**config.mk**
```make
export PLATFORM = sky130hd
export DESIGN_NAME = stepgen_multi_flat
export DESIGN_NICKNAME = d
export VERILOG_FILES = /design/src/rtl/stepgen_pkg.sv /design/src/rtl/stepgen_multi_if.sv /design/src/rtl/stepgen_chan.sv /design/src/rtl/stepgen_multi.sv /design/src/flat_wrapper.sv
export SDC_FILE = /design/constraint.sdc
export NUM_CORES = 1
export LEC_CHECK = 0
export ABC_AREA = 1
export BUFFER_PORTS_ARGS = -buffer_cell sky130_fd_sc_hd__buf_4
export CORE_UTILIZATION = 59
export CTS_CLUSTER_DIAMETER = 200
export DETAILED_ROUTE_END_ITERATION = 8
export GPL_ROUTABILITY_DRIVEN = 0
export HOLD_SLACK_MARGIN = 0.02
export PLACE_DENSITY_LB_ADDON = 0.25
export SYNTH_ARGS = -nofsm -noshare
export SYNTH_HDL_FRONTEND = slang
export SYNTH_SLANG_ARGS = --single-unit
```
**constraint.sdc**
```tcl
create_clock -name clk -period 2.4 [get_ports clk]
set_input_delay 0.48 -clock clk [delete_from_list [all_inputs] [get_ports clk]]
set_output_delay 0.48 -clock clk [all_outputs]
set_load 0.03 [all_outputs]
```
**src/rtl/stepgen_pkg.sv**
```systemverilog
// Shared encodings for the multi-channel step generator.
package stepgen_pkg;

    // Per-channel sequencing state.
    typedef enum logic [1:0] {
        STATE_STEP     = 2'd0,
        STATE_DIRSETUP = 2'd1,
        STATE_DIRHOLD  = 2'd2
    } state_t;

    // Per-channel pin encoding.
    typedef enum logic [1:0] {
        MODE_STEPDIR  = 2'd0,
        MODE_UPDOWN   = 2'd1,
        MODE_QUAD     = 2'd2,
        MODE_RESERVED = 2'd3
    } mode_t;

    // Gray-code quadrature pair {A, B} for a two-bit phase counter.
    function automatic logic [1:0] quad_encode(input logic [1:0] phase);
        return {phase[1], phase[1] ^ phase[0]};
    endfunction

endpackage

```
**src/rtl/stepgen_multi_if.sv**
```systemverilog
// Host-side control bus and motor pin bundle for stepgen_multi.
interface stepgen_multi_if #(
    parameter int N = 4,
    parameter int W = 12,
    parameter int F = 10,
    parameter int T = 5
);
    logic                  enable;
    logic [N*(F+1)-1:0]    velocity;
    logic [T-1:0]          dirtime;
    logic [T-1:0]          steptime;
    logic [2*N-1:0]        tap;
    logic [2*N-1:0]        mode;
    logic [N-1:0]          out_a;
    logic [N-1:0]          out_b;
    logic [N*(W+F)-1:0]    out_position;

    modport master (
        output enable, velocity, dirtime, steptime, tap, mode,
        input  out_a, out_b, out_position
    );

    modport slave (
        input  enable, velocity, dirtime, steptime, tap, mode,
        output out_a, out_b, out_position
    );
endinterface

```
**src/rtl/stepgen_chan.sv**
```systemverilog
// One step generator channel: velocity integrator, step/direction sequencer
// and output encoder.
module stepgen_chan
    import stepgen_pkg::*;
#(
    parameter int W = 12,
    parameter int F = 10,
    parameter int T = 5
) (
    input  logic             clk,
    input  logic             reset_n,
    input  logic             enable,
    input  logic [F:0]       velocity,
    input  logic [T-1:0]     dirtime,
    input  logic [T-1:0]     steptime,
    input  logic [1:0]       tap,
    input  mode_t            mode,
    output logic             out_a,
    output logic             out_b,
    output logic [W+F-1:0]   out_position
);

    localparam logic [T-1:0] TIMER_ONE = 1;

    logic [W+F-1:0] position_reg, position_next;
    logic [W+F-1:0] out_position_reg;
    logic [T-1:0]   timer_reg, timer_next;
    state_t         state_reg, state_next;
    logic           dir_reg, dir_next;
    logic           ones_reg, ones_next;
    logic           stepping_reg, stepping_next;
    logic [1:0]     phase_reg, phase_next;

    logic [W+F-1:0] xvel;
    logic [3:0]     tap_bits;
    logic           dbit;
    logic           pbit;
    logic           rev_pending;

    assign xvel        = {{(W-1){velocity[F]}}, velocity};
    assign dbit        = velocity[F];
    assign tap_bits    = position_reg[F +: 4];
    assign pbit        = tap_bits[tap];
    // Only turn around once the output has caught up with the position bit.
    assign rev_pending = (dir_reg != dbit) && (pbit == ones_reg);

    // Next-state logic: direction sequencing, step issue and integration.
    always_comb begin
        position_next = position_reg;
        timer_next    = timer_reg;
        state_next    = state_reg;
        dir_next      = dir_reg;
        ones_next     = ones_reg;
        stepping_next = stepping_reg;
        phase_next    = phase_reg;
        case (state_reg)
            STATE_DIRHOLD: begin
                if (timer_reg != '0) timer_next = timer_reg - TIMER_ONE;
                else                 state_next = STATE_STEP;
            end
            STATE_DIRSETUP: begin
                if (timer_reg != '0) begin
                    timer_next = timer_reg - TIMER_ONE;
                end else begin
                    dir_next   = dbit;
                    timer_next = dirtime;
                    state_next = STATE_DIRHOLD;
                end
            end
            default: begin
                // Position only moves while the pin direction agrees with velocity.
                if (dir_reg == dbit) position_next = position_reg + xvel;
                if (timer_reg != '0) begin
                    timer_next = timer_reg - TIMER_ONE;
                end else if (stepping_reg) begin
                    // Guarantees at least one low tick between pulses.
                    stepping_next = 1'b0;
                end else if (rev_pending) begin
                    timer_next = dirtime;
                    state_next = STATE_DIRSETUP;
                end else if (pbit != ones_reg) begin
                    ones_next  = pbit;
                    timer_next = steptime;
                    // Quadrature has no low phase, so it never raises stepping.
                    if (mode == MODE_QUAD) begin
                        phase_next = dir_reg ? (phase_reg - 2'd1) : (phase_reg + 2'd1);
                    end else begin
                        stepping_next = 1'b1;
                    end
                end
            end
        endcase
    end

    // Channel state registers, advanced only on enable ticks.
    always_ff @(posedge clk or negedge reset_n) begin
        if (!reset_n) begin
            position_reg     <= '0;
            out_position_reg <= '0;
            timer_reg        <= '0;
            state_reg        <= STATE_STEP;
            dir_reg          <= 1'b0;
            ones_reg         <= 1'b0;
            stepping_reg     <= 1'b0;
            phase_reg        <= 2'd0;
        end else if (enable) begin
            position_reg     <= position_next;
            out_position_reg <= position_reg;
            timer_reg        <= timer_next;
            state_reg        <= state_next;
            dir_reg          <= dir_next;
            ones_reg         <= ones_next;
            stepping_reg     <= stepping_next;
            phase_reg        <= phase_next;
        end
    end

    // Pin encoding follows the current mode combinationally.
    always_comb begin
        out_a = 1'b0;
        out_b = 1'b0;
        case (mode)
            MODE_STEPDIR: begin
                out_a = stepping_reg;
                out_b = dir_reg;
            end
            MODE_UPDOWN: begin
                out_a = stepping_reg & ~dir_reg;
                out_b = stepping_reg & dir_reg;
            end
            MODE_QUAD: {out_a, out_b} = quad_encode(phase_reg);
            default: ;
        endcase
    end

    assign out_position = out_position_reg;

endmodule

```
**src/rtl/stepgen_multi.sv**
```systemverilog
// N-channel step generator: one stepgen_chan per channel, buses sliced per channel.
module stepgen_multi
    import stepgen_pkg::*;
#(
    parameter int N = 4,
    parameter int W = 12,
    parameter int F = 10,
    parameter int T = 5
) (
    input  logic           clk,
    input  logic           reset_n,
    stepgen_multi_if.slave bus
);

    logic           a_arr   [N];
    logic           b_arr   [N];
    logic [W+F-1:0] pos_arr [N];

    for (genvar gi = 0; gi < N; gi++) begin : g_chan
        stepgen_chan #(.W(W), .F(F), .T(T)) u_chan (
            .clk          (clk),
            .reset_n      (reset_n),
            .enable       (bus.enable),
            .velocity     (bus.velocity[gi*(F+1) +: F+1]),
            .dirtime      (bus.dirtime),
            .steptime     (bus.steptime),
            .tap          (bus.tap[2*gi +: 2]),
            .mode         (mode_t'(bus.mode[2*gi +: 2])),
            .out_a        (a_arr[gi]),
            .out_b        (b_arr[gi]),
            .out_position (pos_arr[gi])
        );

        assign bus.out_a[gi]                      = a_arr[gi];
        assign bus.out_b[gi]                      = b_arr[gi];
        assign bus.out_position[gi*(W+F) +: W+F]  = pos_arr[gi];
    end

endmodule

```
**src/flat_wrapper.sv**
```systemverilog
// flat-port wrapper written by rule: the top's interface ports become plain ports
module stepgen_multi_flat import stepgen_pkg::*;
#(
    parameter int N = 4,
    parameter int W = 12,
    parameter int F = 10,
    parameter int T = 5
)
  (clk, reset_n, bus_enable, bus_velocity, bus_dirtime, bus_steptime, bus_tap, bus_mode, bus_out_a, bus_out_b, bus_out_position);
  stepgen_multi_if #(.N(N), .W(W), .F(F), .T(T)) bus_i ();
  input  logic clk;
  input  logic reset_n;
  input wire logic [$bits(bus_i.enable)-1:0] bus_enable;
  input wire logic [$bits(bus_i.velocity)-1:0] bus_velocity;
  input wire logic [$bits(bus_i.dirtime)-1:0] bus_dirtime;
  input wire logic [$bits(bus_i.steptime)-1:0] bus_steptime;
  input wire logic [$bits(bus_i.tap)-1:0] bus_tap;
  input wire logic [$bits(bus_i.mode)-1:0] bus_mode;
  output wire logic [$bits(bus_i.out_a)-1:0] bus_out_a;
  output wire logic [$bits(bus_i.out_b)-1:0] bus_out_b;
  output wire logic [$bits(bus_i.out_position)-1:0] bus_out_position;
  assign bus_i.enable = bus_enable;
  assign bus_i.velocity = bus_velocity;
  assign bus_i.dirtime = bus_dirtime;
  assign bus_i.steptime = bus_steptime;
  assign bus_i.tap = bus_tap;
  assign bus_i.mode = bus_mode;
  assign bus_out_a = bus_i.out_a;
  assign bus_out_b = bus_i.out_b;
  assign bus_out_position = bus_i.out_position;
  stepgen_multi #(.N(N), .W(W), .F(F), .T(T)) u_core (.clk(clk), .reset_n(reset_n), .bus(bus_i));
endmodule
```
==> results.md, run 1 <==
- DIE HEIGHT: 164.4 µm
- Vias post-DR: 15299
- Gr usage total: 30.28%
- Ports: 169
- Total CTS buffers: 26
- Fin. max-slew vios: 0
- Multi-input gate area: 8786 µm²
- Clock buffer depth: 3
- Register area: 5605 µm²
- Most common cell after layout, fill and taps aside: nand2_1
- Clock skew: 0.01970 ns
- PD cells: 1436 nW/µm²
- Drt pass-1 iters: 6
- Max-Slew Margin vs Limit: 40.74%
- CP Launch Type: flip-flop
- WL per Instance: 14.74 µm
- Most frequent cells in the layout: nand2_1 (824), dfrtp_1 (224), inv_1 (222), buf_4 (182), nand3_1 (152)
- Fill count: 2155
- Yosys top cell area share: 36.03%
- Family with the most delay on the worst path: adder cells
- Layout Nets: 2567
- Final Hold Fails: 0
- Starting Density: 59.88%
- Post-synthesis cell count: 2223
- Top cell type by total area after synthesis: dfrtp_1
- Max incr delay on CP: 0.41 ns
- Total core area: 25980 µm²
- Synth Register Bits: 224
- RSZ-0062 raised after global routing: false
- Worst r2r src: u_core.g_chan[2].u_chan.position_reg[0]$_DFFE_PN0P_
- # diodes: 0
- WP data required: 2.81 ns
- Vias in the first global route: 14225
- CP max FO: 4
- Rows: 59
- Post-Route WL: 40520 µm
- Global-route wire length before repair: 67190 µm
- Detailed-placement wirelength estimate: 30310 µm
- H-Tree Depth: 1
- Fmax: 463.1 MHz
- Worst Setup SP: u_core.g_chan[2].u_chan.position_reg[0]$_DFFE_PN0P_
- CP Buf/Inv Count: 2
- Crit-path cells: ha_1 > inv_1 > fa_1 > inv_1 > nand2_1 > o21ai_2 > nand3_1 > nand2_1 > nand2_1 > nand2_1 > nand2_1 > nand3_1 > o21ai_1
- Async S/R FF share, synth: 100.0%
- Synth Flop Type: dfrtp_1
- Net Count, Synth: 2396
- VDD IR max: 0.001308 V
- DRT iter0 DRCs: 1240
- Largest net degree at the start of global routing: 65
- Run status: finished, final reports clean
- Worst path slowest cell: fa_1
- Insertion delay to the later sink of the worst-skew pair: 0.54 ns
- Total congestion overflow: 0
- Post-route ant nets: 0
- CP endpoint kind: flip-flop
- CTS sink count: 224
- Fin crit period: 2.159 ns
- DIE WIDTH: 164.4 µm
- PortBufs: 168
- CTS tree: done
- Post-Route Setup TNS: 0 ns
- Hold Path Class: input port to flip-flop
- Max-Cap Viols: 0
- Mapped Avg Cell Area: 6.999 µm²
- Hold_sp: bus_velocity[11]
- # DRC: 0
- Util after Layout: 69.95%
- DR vias/cell: 5.567
- Worst Path Class, Setup: flip-flop to flip-flop
- Post-synthesis sequential area ratio: 36.03%
- Measured slew at the worst slew-check pin: 0.8879 ns
- Ys Warns: 0
- Layout cell share with drive strength beyond 1: 11.85%
- Synth cell types: 48
- Worst path arrival time: 2.57 ns
- Synthesis-to-finish area growth: 16.83%
- Dominant cells by area after synthesis: dfrtp_1 (36%), nand2_1 (20%), ha_1 (7.7%)
- Initial antenna violation count: 0
- Final setup fails: 0
- CTS clk-pin slew, worst paths: 0.06 ns
- Tcrit/Tclk final: 89.97%
- Post-synth EDFFs: 0
- Root Driver: clkbuf_16
- Synth Cell Area: 15560 µm²
- Most used cell, CP: nand2_1
- DIE AREA: 27020 µm²
- Leakage: 9.803 nW
metrics by stage:
step | cell area, µm² | instances | worst slack (ns) | total power [W] | hold slack, ns
after floorplan | 15560 | 2223 | 0.3679 | 0.01746 | 0.1844
after global placement | 17170 | 2699 | 0.1624 | 0.02084 | 0.4287
after detailed placement | 17170 | 2699 | 0.02066 | 0.02130 | 0.4260
after CTS | 18160 | 2747 | 0.1686 | 0.02597 | 0.2737
after global routing | 18180 | 2748 | 0.02917 | 0.02832 | 0.2926
final | 18180 | 2748 | 0.2408 | 0.02609 | 0.2814
power breakdown:
part	switching, W	internal (W)	total [W]
sequential	0.00142	0.00545	0.00687
clock	0.00165	0.00287	0.00452
combinational	0.00944	0.00527	0.0147
total	0.0125	0.0136	0.0261
final timing paths:
kind,slack (ns),cells after the start,end
max in group asynchronous,1.27,3,u_core.g_chan[1].u_chan.out_position[0]$_DFFE_PN0P_
min reg2reg,0.47,2,u_core.g_chan[2].u_chan.out_position[14]$_DFFE_PN0P_
min in group asynchronous,0.46,2,u_core.g_chan[2].u_chan.out_position[21]$_DFFE_PN0P_
min,0.28,4,u_core.g_chan[1].u_chan.position_reg[0]$_DFFE_PN0P_
max reg2reg,0.24,13,u_core.g_chan[2].u_chan.position_reg[16]$_DFFE_PN0P_
max,0.24,13,u_core.g_chan[2].u_chan.position_reg[16]$_DFFE_PN0P_
synth_stat cells (3+ instances only):
cell type  count
inv_2         10
nor3_1        29
dfrtp_1      224
o21ai_1       30
ha_1          96
a21o_1         6
nand2_1      824
nand3_1      152
or2_2          4
inv_4          3
buf_6          7
clkbuf_1      13
fa_1           4
nor3_4         3
buf_2         16
o21ai_0      142
o21bai_1       9
nand3b_1      24
nand3_2        4
o211ai_1       8
nand2_2        9
nor2_1       125
a31oi_1        7
nor2_2         3
xor2_1        30
buf_4         10
xnor2_1       25
a21oi_1      115
nand4_1       31
o22ai_1        7
inv_1        222
o21ai_2        6
nor4_1         4
worst min-delay path, stage by stage:
cell and delay (ns):
buf_4 0.08, ha_1 0.12, nand2_1 0.05, nand2_1 0.05
final cells by class:
class	count	share of cell area (%)
Multi-Input combinational cell	1717	48.33
Sequential cell	224	30.84
Timing Repair Buffer	189	8.205
Inverter	236	4.915
Clock buffer	31	3.910
Tap cell	335	2.306
Clock inverter	16	1.494
what timing repair did:
action | 4_1_cts | 5_1_grt
buffers inserted | 0 | 1
endpoints found under the hold margin | 46 | 0
hold buffers | 1 | 0
endpoints found under the setup margin | 0 | 2
gates resized for setup | 0 | 3
cells by family (layout without fill, tap and decap cells):
| family | Yosys count | after routing | synth area share (%) |
|---|---|---|---|
| AOI/OAI and AO/OA | 340 | 340 | 11.79 |
| muxes | 2 | 2 | 0.1447 |
| buffers and inverters | 282 | 472 | 7.559 |
| DFF | 224 | 224 | 36.03 |
| adders and majority gates | 100 | 100 | 8.235 |
| and+or+nand+nor | 1219 | 1219 | 33.04 |
| xor gates and xnor gates | 56 | 56 | 3.201 |
metal layers:
metal,track usage [%],wire (µm),vias to the layer above
li1,-,-,7593
met1,42.69,18300,7060
met2,48.54,18160,550
met3,3.440,2711,96
met4,10.09,1341,0
met5,0,0,-
No activity file was read; power rests on OpenSTA's default activity.
==> inputs of run 2 (changes only) <==
--- a/config.mk
+++ b/config.mk
@@ -15,4 +15,5 @@
 export PLACE_DENSITY_LB_ADDON = 0.25
 export SYNTH_ARGS = -nofsm -noshare
 export SYNTH_HDL_FRONTEND = slang
+export SYNTH_HIERARCHICAL = 1
 export SYNTH_SLANG_ARGS = --single-unit
==> run 2 against run 1 <==
Effect of this change: cell count grew 4.5%; worst hold slack worse by 0.0070 ns; clock power down 6.9%; critical path depth unchanged; sequential share of layout area fell by 0.91 points; via count is 2.0% higher; combinational power grew 5%; synthesized area increased by 4.2%; power increased by 1.2%; worst setup slack worse by 0.0084 ns; critical endpoint is now u_core/g_chan[1].u_chan/position_reg[14]$_DFFE_PN0P_; highest routed layer unchanged.
==> results.md, run 2 <==
- Rows: 60 (+1.7%)
- DRT iter0 DRCs: 1083 (-13%)
- Synth cell count leaders: nand2_1 (897), inv_1 (261), dfrtp_1 (224), nand3_1 (180), a21oi_1 (126)
- Multi-input gate area: 9276 µm² (+5.6%)
- CTS sink count: 224 (unchanged)
- CP Launch Type: flip-flop
- Fin. max-slew vios: 0 (unchanged)
- PortBufs: 168 (unchanged)
- CP endpoint: u_core/g_chan[1].u_chan/position_reg[14]$_DFFE_PN0P_
- Util after Layout: 69.49% (-0.46 points)
- Ys Warns: 6 (+6)
- Synth Flop Type: dfrtp_1
- Ports: 169 (unchanged)
- CP endpoint kind: flip-flop
- Setup WS pre-CTS: 0.07062 ns (+0.04996 ns)
- Post-Route Setup TNS: 0 ns (unchanged)
- Layout Nets: 2681 (+4.4%)
- PD cells: 1410 nW/µm² (-1.8%)
- Total congestion overflow: 0 (unchanged)
- Vias post-DR: 15608 (+2.0%)
- CTS clk-pin slew, worst paths: 0.06 ns (about the same)
- Net Count, Synth: 2509 (+4.7%)
- Vias in the first global route: 15239 (+7.1%)
- PnR worst setup slack: 0.2324 ns (-0.008429 ns)
- Max incr delay on CP: 0.41 ns (about the same)
- Synth cell types: 55 (+15%)
- DIE WIDTH: 167.8 µm (+2.1%)
- Yosys top cell area share: 34.56% (-1.5 points)
- Dominant cells by area after synthesis: dfrtp_1 (35%), nand2_1 (21%), ha_1 (7.4%)
- WL per Instance: 14.33 µm (-2.8%)
- Detailed-placement wirelength estimate: 30810 µm (+1.7%)
- CP max FO: 5 (+1)
- Register-to-register setup slack: 0.23 ns (about the same)
- Layout cell share with drive strength beyond 1: 13.93% (+2.1 points)
- Fmax: 461.3 MHz (-0.39%)
- Leakage: 10.42 nW (+6.3%)
- WP data required: 2.81 ns (about the same)
- RSZ-0062 raised after global routing: false
- Post-route ant nets: 0 (unchanged)
- Initial antenna violation count: 2 (+2)
- Critical R2R Capture: u_core/g_chan[1].u_chan/position_reg[14]$_DFFE_PN0P_
- Most common cell after layout, fill and taps aside: nand2_1
- Insertion delay to the later sink of the worst-skew pair: 0.53 ns (about the same)
- Crit-path cells: ha_1 > inv_1 > fa_1 > inv_1 > nand3_1 > nand2_1 > inv_1 > o21ai_2 > nand3_1 > nand2_1 > nand2_1 > nand3_1 > nand2_1
- Async S/R FF share, synth: 100.0% (unchanged)
- Final Hold Fails: 0 (unchanged)
- Max-Cap Viols: 0 (unchanged)
- Global-route wire length before repair: 69630 µm (+3.6%)
- VDD IR max: 0.0008495 V (-35%)
- Fin crit period: 2.168 ns (+0.008429 ns)
- Most frequent cell after synthesis: nand2_1
- Fill count: 2318 (+7.6%)
- Finished Cell Area: 18730 µm² (+3.0%)
- Clock buffer depth: 3 (unchanged)
- Root Driver: clkbuf_16
- Final setup fails: 0 (unchanged)
- DR vias/cell: 5.436 (-2.4%)
- DIE HEIGHT: 167.8 µm (+2.1%)
- Post-synthesis cell count: 2336 (+5.1%)
- Measured slew at the worst slew-check pin: 0.8184 ns (-0.06952 ns)
- Worst path slowest cell: fa_1
- Register area: 5605 µm² (unchanged)
- Hold Path Class: input port to flip-flop
- Clock skew: 0.009685 ns (-0.01001 ns)
- Max-Slew Margin vs Limit: 45.38% (+4.6 points)
- Starting Density: 60.18% (+0.30 points)
- Post-Place Cell Area: 17790 µm² (+3.6%)
- DIE AREA: 28160 µm² (+4.2%)
- Tcrit/Tclk final: 90.32% (+0.35 points)
- H-Tree Depth: 1 (unchanged)
- Post-synth EDFFs: 0 (unchanged)
- Post-synthesis sequential area ratio: 34.56% (-1.5 points)
- Total CTS buffers: 26 (unchanged)
- Mapped Avg Cell Area: 6.943 µm² (-0.80%)
- Most used cell, CP: nand2_1
- Largest net degree at the start of global routing: 67 (+3.1%)
- Post-Route WL: 41140 µm (+1.6%)
- Run status: finished, final reports clean
- Worst Reg2Reg Path Length in Cells: 13 (unchanged)
- Synth Cell Area: 16220 µm² (+4.2%)
- Hold Slack: 0.2745 ns (-0.006951 ns)
- Drt pass-1 iters: 5 (-1)
- Top cell type by total area after synthesis: dfrtp_1
- Worst path arrival time: 2.58 ns (about the same)
- Most frequent cells in the layout: nand2_1 (897), inv_1 (261), dfrtp_1 (224), nand3_1 (180), buf_4 (178)
- Total core area: 26950 µm² (+3.7%)
- Synth Register Bits: 224 (unchanged)
- Worst Setup SP: u_core/g_chan[1].u_chan/position_reg[0]$_DFFE_PN0P_
- # DRC: 0 (unchanged)
- CTS tree: done
- Synthesis-to-finish area growth: 15.48%
- Worst Path Class, Setup: flip-flop to flip-flop
- Gr usage total: 29.39% (-0.89 points)
- Worst r2r src: u_core/g_chan[1].u_chan/position_reg[0]$_DFFE_PN0P_
[run 2: cell count changes after synthesis, moves of 9 or more]
| cell | previous run | this run |
|---|---|---|
| nand4_1 | 31 | 44 |
| buf_2 | 16 | 7 |
| a21oi_1 | 115 | 126 |
| nor2_1 | 125 | 108 |
| nand3b_1 | 24 | 13 |
| nand2_2 | 9 | 43 |
| a21oi_2 | 0 | 11 |
| inv_1 | 222 | 261 |
| o21ai_0 | 142 | 99 |
| nor3_1 | 29 | 4 |
| nand3_1 | 152 | 180 |
| nand2_1 | 824 | 897 |
| xor2_1 | 30 | 18 |
[run 2: kinds of logic (layout without fill, tap and decap cells)]
family                     count (synthesis)  after routing  synth area share, %
AOI/OAI and AO/OA                        302            302                10.45
xor gates and xnor gates                  46             46                2.531
adders and majority gates                100            100                7.900
buffers and inverters                    322            513                8.239
DFF                                      224            224                34.56
other                                      0              3                    0
and+or+nand+nor                         1342           1342                36.32
[run 2: area by class of cell]
cell class / instances / area share (%)
sequential: 224 / 29.93
multi-input combinational: 1790 / 49.53
timing repair buffer: 183 / 7.589
antenna: 3 / 0.04008
tap: 341 / 2.278
clock inverter: 11 / 0.8284
inverter: 283 / 5.698
clock buffer: 36 / 4.108
[run 2: metal layers]
| layer | vias to the layer above | routed length, µm | global-route usage [%] |
|---|---|---|---|
| met3 | 83 | 2459 | 4.114 |
| met4 | 0 | 1030 | 11.09 |
| li1 | 7862 | - | - |
| met1 | 7202 | 17770 | 37.14 |
| met2 | 461 | 19890 | 51.07 |
| met5 | - | 0 | 0 |
[run 2: power by group]
| group | switching [W] | internal, W |
|---|---|---|
| Sequential | 0.00138 | 0.00546 |
| Clock | 0.00156 | 0.00265 |
| Combinational | 0.00992 | 0.00543 |
| Total | 0.0129 | 0.0135 |
[run 2: worst min-delay path by stage]
stage,cells past startpoint,from,slack (ns),end
5_1_grt,4,bus_velocity[11],0.29,u_core/g_chan[1].u_chan/position_reg[0]$_DFFE_PN0P_
6_report,4,bus_mode[3],0.27,u_core/g_chan[1].u_chan/stepping_reg$_DFFE_PN0P_
4_1_cts,4,bus_mode[3],0.25,u_core/g_chan[1].u_chan/stepping_reg$_DFFE_PN0P_
3_5_place_dp,2,u_core/g_chan[1].u_chan/out_position[5]$_DFFE_PN0P_,0.46,u_core/g_chan[1].u_chan/out_position[5]$_DFFE_PN0P_
3_3_place_gp,2,u_core/g_chan[0].u_chan/out_position[3]$_DFFE_PN0P_,0.45,u_core/g_chan[0].u_chan/out_position[3]$_DFFE_PN0P_
2_1_floorplan,0,reset_n,0.18,u_core/g_chan[0].u_chan/dir_reg$_DFFE_PN0P_
[run 2: what timing repair did]
action / in CTS / in global routing
hold buffers: 1 / 0
setup buffers: 0 / 0
resized for setup: 0 / 0
endpoints found under the hold margin: 61 / 0
[run 2: through the flow]
step,cells,total power [W]
detailed placement,2820,0.02200
finish,2871,0.02641
global route,2870,0.02873
CTS,2868,0.02637
floorplan,2336,0.01824
global placement,2820,0.02148
[run 2: critical path, delay by kind of cell (launching register included)]
kind	cells	cell delay (ns)
AO/OA/AOI/OAI	1	0.20
adder cells (fa/ha/maj)	2	0.62
buffers and inverters	3	0.28
flip-flops	1	0.37
AND/OR/NAND/NOR	7	0.60
==> inputs of run 3 (changes only) <==
--- a/config.mk
+++ b/config.mk
@@ -5,7 +5,6 @@
 export SDC_FILE = /design/constraint.sdc
 export NUM_CORES = 1
 export LEC_CHECK = 0
-export ABC_AREA = 1
 export BUFFER_PORTS_ARGS = -buffer_cell sky130_fd_sc_hd__buf_4
 export CORE_UTILIZATION = 59
 export CTS_CLUSTER_DIAMETER = 200
==> run 3 against run 2 <==
Effect of this change: combinational power is 3% higher; critical endpoint is now u_core/g_chan[2].u_chan/position_reg[20]$_DFFE_PN0P_; register-to-register slack worse by 0.21 ns; core utilization is 5.0 points higher.
==> results.md, run 3 <==
- Run status: finished, final reports clean
- Worst Path Class, Setup: flip-flop to flip-flop
- Clock skew: 0.009240 ns (-0.0004446 ns)
- Most used cell, CP: a21oi_2
- Async S/R FF share, synth: 100.0% (unchanged)
- Worst path arrival time: 2.84 ns (+0.26 ns)
- Final setup fails: 0 (unchanged)
- Clock buffer depth: 3 (unchanged)
- Post-synth EDFFs: 0 (unchanged)
- Post-route ant nets: 0 (unchanged)
- Ys Warns: 6 (unchanged)
- CP endpoint kind: flip-flop
- DIE AREA: 25300 µm² (-10%)
- Most frequent cells in the layout: buf_4 (289), dfrtp_1 (223), nand2_1 (175), o21ai_0 (118), mux2_2 (108)
- Mapped Avg Cell Area: 9.533 µm² (+37%)
- Synth Flop Type: dfrtp_1
- Total congestion overflow: 0 (unchanged)
- VDD IR max: 0.0009186 V (+8.1%)
- Total CTS buffers: 25 (-3.8%)
- DIE HEIGHT: 159.1 µm (-5.2%)
- Register-to-register setup slack: 0.02 ns (-0.21 ns)
- CP Launch Type: flip-flop
- Drt pass-1 iters: 5 (unchanged)
- Total core area: 24250 µm² (-10%)
- Synth Register Bits: 224 (unchanged)
- Synth cell count leaders: dfrtp_1 (224), nand2_1 (175), o21ai_0 (124), a21oi_1 (109), mux2_2 (108)
- # diodes: 0 (-3)
- CTS clk-pin slew, worst paths: 0.06 ns (about the same)
- Yosys top cell area share: 38.51% (+3.9 points)
- Fin. max-slew vios: 0 (unchanged)
- PnR worst setup slack: 0.02253 ns (-0.2098 ns)
- Leakage: 8.489 nW (-19%)
- Most common cell after layout, fill and taps aside: buf_4
- Detailed-placement wirelength estimate: 25210 µm (-18%)
- Max-Cap Viols: 0 (unchanged)
- Max-Slew Margin vs Limit: 59.66% (+14 points)
- Largest net degree at the start of global routing: 61 (-9.0%)
- Vias post-DR: 12485 (-20%)
- Root Driver: clkbuf_16
- Max incr delay on CP: 0.53 ns (+0.12 ns)
- Synthesis-to-finish area growth: 24.08%
- Post-Route WL: 35210 µm (-14%)
- Starting Density: 60.03% (-0.15 points)
- Fmax: 420.6 MHz (-8.8%)
- Gr usage total: 27.75% (-1.6 points)
- Synth Cell Area: 14560 µm² (-10%)
- Initial antenna violation count: 0 (-2)
- Power after layout: 0.02685 W (+1.7%)
- WL per Instance: 16.51 µm (+15%)
- Layout cell share with drive strength beyond 1: 29.13% (+15 points)
- Vias in the first global route: 12308 (-19%)
- PortBufs: 168 (unchanged)
- Fin crit period: 2.377 ns (+0.2098 ns)
- Post-synthesis sequential area ratio: 38.51% (+3.9 points)
- Family with the most delay on the worst path: compound AO/OA/AOI/OAI gates
- DRT iter0 DRCs: 646 (-40%)
- Net Count, Synth: 1700 (-32%)
- Tcrit/Tclk final: 99.06% (+8.7 points)
- CP max FO: 5 (unchanged)
- WP data required: 2.86 ns (+0.05 ns)
- Post-synthesis cell count: 1527 (-35%)
- Setup WS pre-CTS: -0.2652 ns (-0.3358 ns)
- Layout Nets: 1966 (-27%)
- Dominant cells by area after synthesis: dfrtp_1 (39%), mux2_2 (8.4%), ha_1 (8.3%)
- RSZ-0062 raised after global routing: true
- Worst path slowest cell: or4_1
- DR vias/cell: 5.853 (+7.7%)
- Crit-path cells: ha_1 > o21ai_0 > a21oi_2 > o211ai_1 > a21oi_2 > or4_1 > o311a_1 > nand2_1
- PD cells: 1487 nW/µm² (+5.4%)
- CTS tree: done
- CTS sink count: 224 (unchanged)
- Measured slew at the worst slew-check pin: 0.5988 ns (-0.2196 ns)
- Ports: 169 (unchanged)
- Most frequent cell after synthesis: dfrtp_1
- Rows: 57 (-5.0%)
- Hold Path Class: input port to flip-flop
- CP Buf/Inv Count: 0 (-3)
- Global-route wire length before repair: 59060 µm (-15%)
- # DRC: 0 (unchanged)
- Synth cell types: 82 (+49%)
- DIE WIDTH: 159.1 µm (-5.2%)
- H-Tree Depth: 1 (unchanged)
- Insertion delay to the later sink of the worst-skew pair: 0.52 ns (about the same)
- Top cell type by total area after synthesis: dfrtp_1
- Final Hold Fails: 0 (unchanged)
run 3: cell count changes in the layout (fill, tap and decap cells not counted), sizes merged, moves of 24 or more:
cell / change
a21oi: -29
xor2: +24
nor2: -30
nand2: -765
buf: +113
nand3: -155
nand4: -28
inv: -220
mux2: +111
a21o: +27
run 3: logic make-up after synthesis:
group / after synthesis / share of synthesized area [%]
adders and majority gates: 100 / 8.802
AOI/OAI and AO/OA: 422 / 18.39
buffers and inverters: 115 / 3.541
xor gates and xnor gates: 81 / 5.157
DFF: 224 / 38.51
and+or+nand+nor: 450 / 14.95
muxes: 135 / 10.66
run 3: routing by layer:
layer	global-route usage (%)	up-vias	share of wire (%)
li1	-	6084	-
met1	36.52	6007	44
met2	47.93	327	49
met3	3.855	67	4.8
met4	7.736	0	2.5
met5	0	-	0
run 3: path summary, 6_finish.rpt:
check | startpoint | end | cells past startpoint
setup / recovery | u_core/g_chan[2].u_chan/position_reg[4]$_DFFE_PN0P_ | u_core/g_chan[2].u_chan/position_reg[20]$_DFFE_PN0P_ | 8
hold / removal | bus_mode[2] | u_core/g_chan[1].u_chan/stepping_reg$_DFFE_PN0P_ | 3
setup reg to reg | u_core/g_chan[2].u_chan/position_reg[4]$_DFFE_PN0P_ | u_core/g_chan[2].u_chan/position_reg[20]$_DFFE_PN0P_ | 8
hold reg to reg | u_core/g_chan[1].u_chan/position_reg[21]$_DFFE_PN0P_ | u_core/g_chan[1].u_chan/position_reg[21]$_DFFE_PN0P_ | 1
max in group asynchronous | reset_n | u_core/g_chan[3].u_chan/out_position[19]$_DFFE_PN0P_ | 3
min in group asynchronous | reset_n | u_core/g_chan[2].u_chan/out_position[0]$_DFFE_PN0P_ | 2
run 3: worst min-delay path, delay by kind of cell:
family                 cells  cell delay, ns
and+or+nand+nor            1            0.05
AOI/OAI and AO/OA          1            0.14
buffers and inverters      1            0.09
run 3: report_power, final:
group | switching (W) | internal (W)
combinational | 0.00878 | 0.00708
sequential | 0.00148 | 0.00563
clock | 0.00153 | 0.00235
run 3: area by class of cell:
type	count	area (µm²)
Clock buffer	34	699.4
Clock inverter	9	123.9
Fill cell	1710	6187
Inverter	58	217.7
Multi-Input combinational cell	1188	8713
Sequential cell	224	5607
Tap cell	324	405.4
Timing Repair Buffer	296	2295
run 3: through the flow:
step | instances | setup TNS [ns] | utilization [%] | hold slack [ns] | cell area, µm²
floorplan | 1527 | 0 | - | 0.1844 | 14560
global placement | 2086 | -2.497 | 69.86 | 0.4458 | 16940
detailed placement | 2086 | -4.337 | 69.86 | 0.4467 | 16940
CTS | 2130 | -0.01343 | 73.37 | 0.2555 | 17790
global route | 2133 | -0.2705 | 74.48 | 0.2903 | 18060
finish | 2133 | 0 | 74.48 | 0.2730 | 18060
run 3: what timing repair did:
item / in CTS / in global routing
resized for setup: 4 / 60
setup endpoints to repair: 8 / 37
hold buffers: 1 / 0
setup buffers: 0 / 3
pin swaps: 0 / 17
hold endpoints to repair: 54 / 0
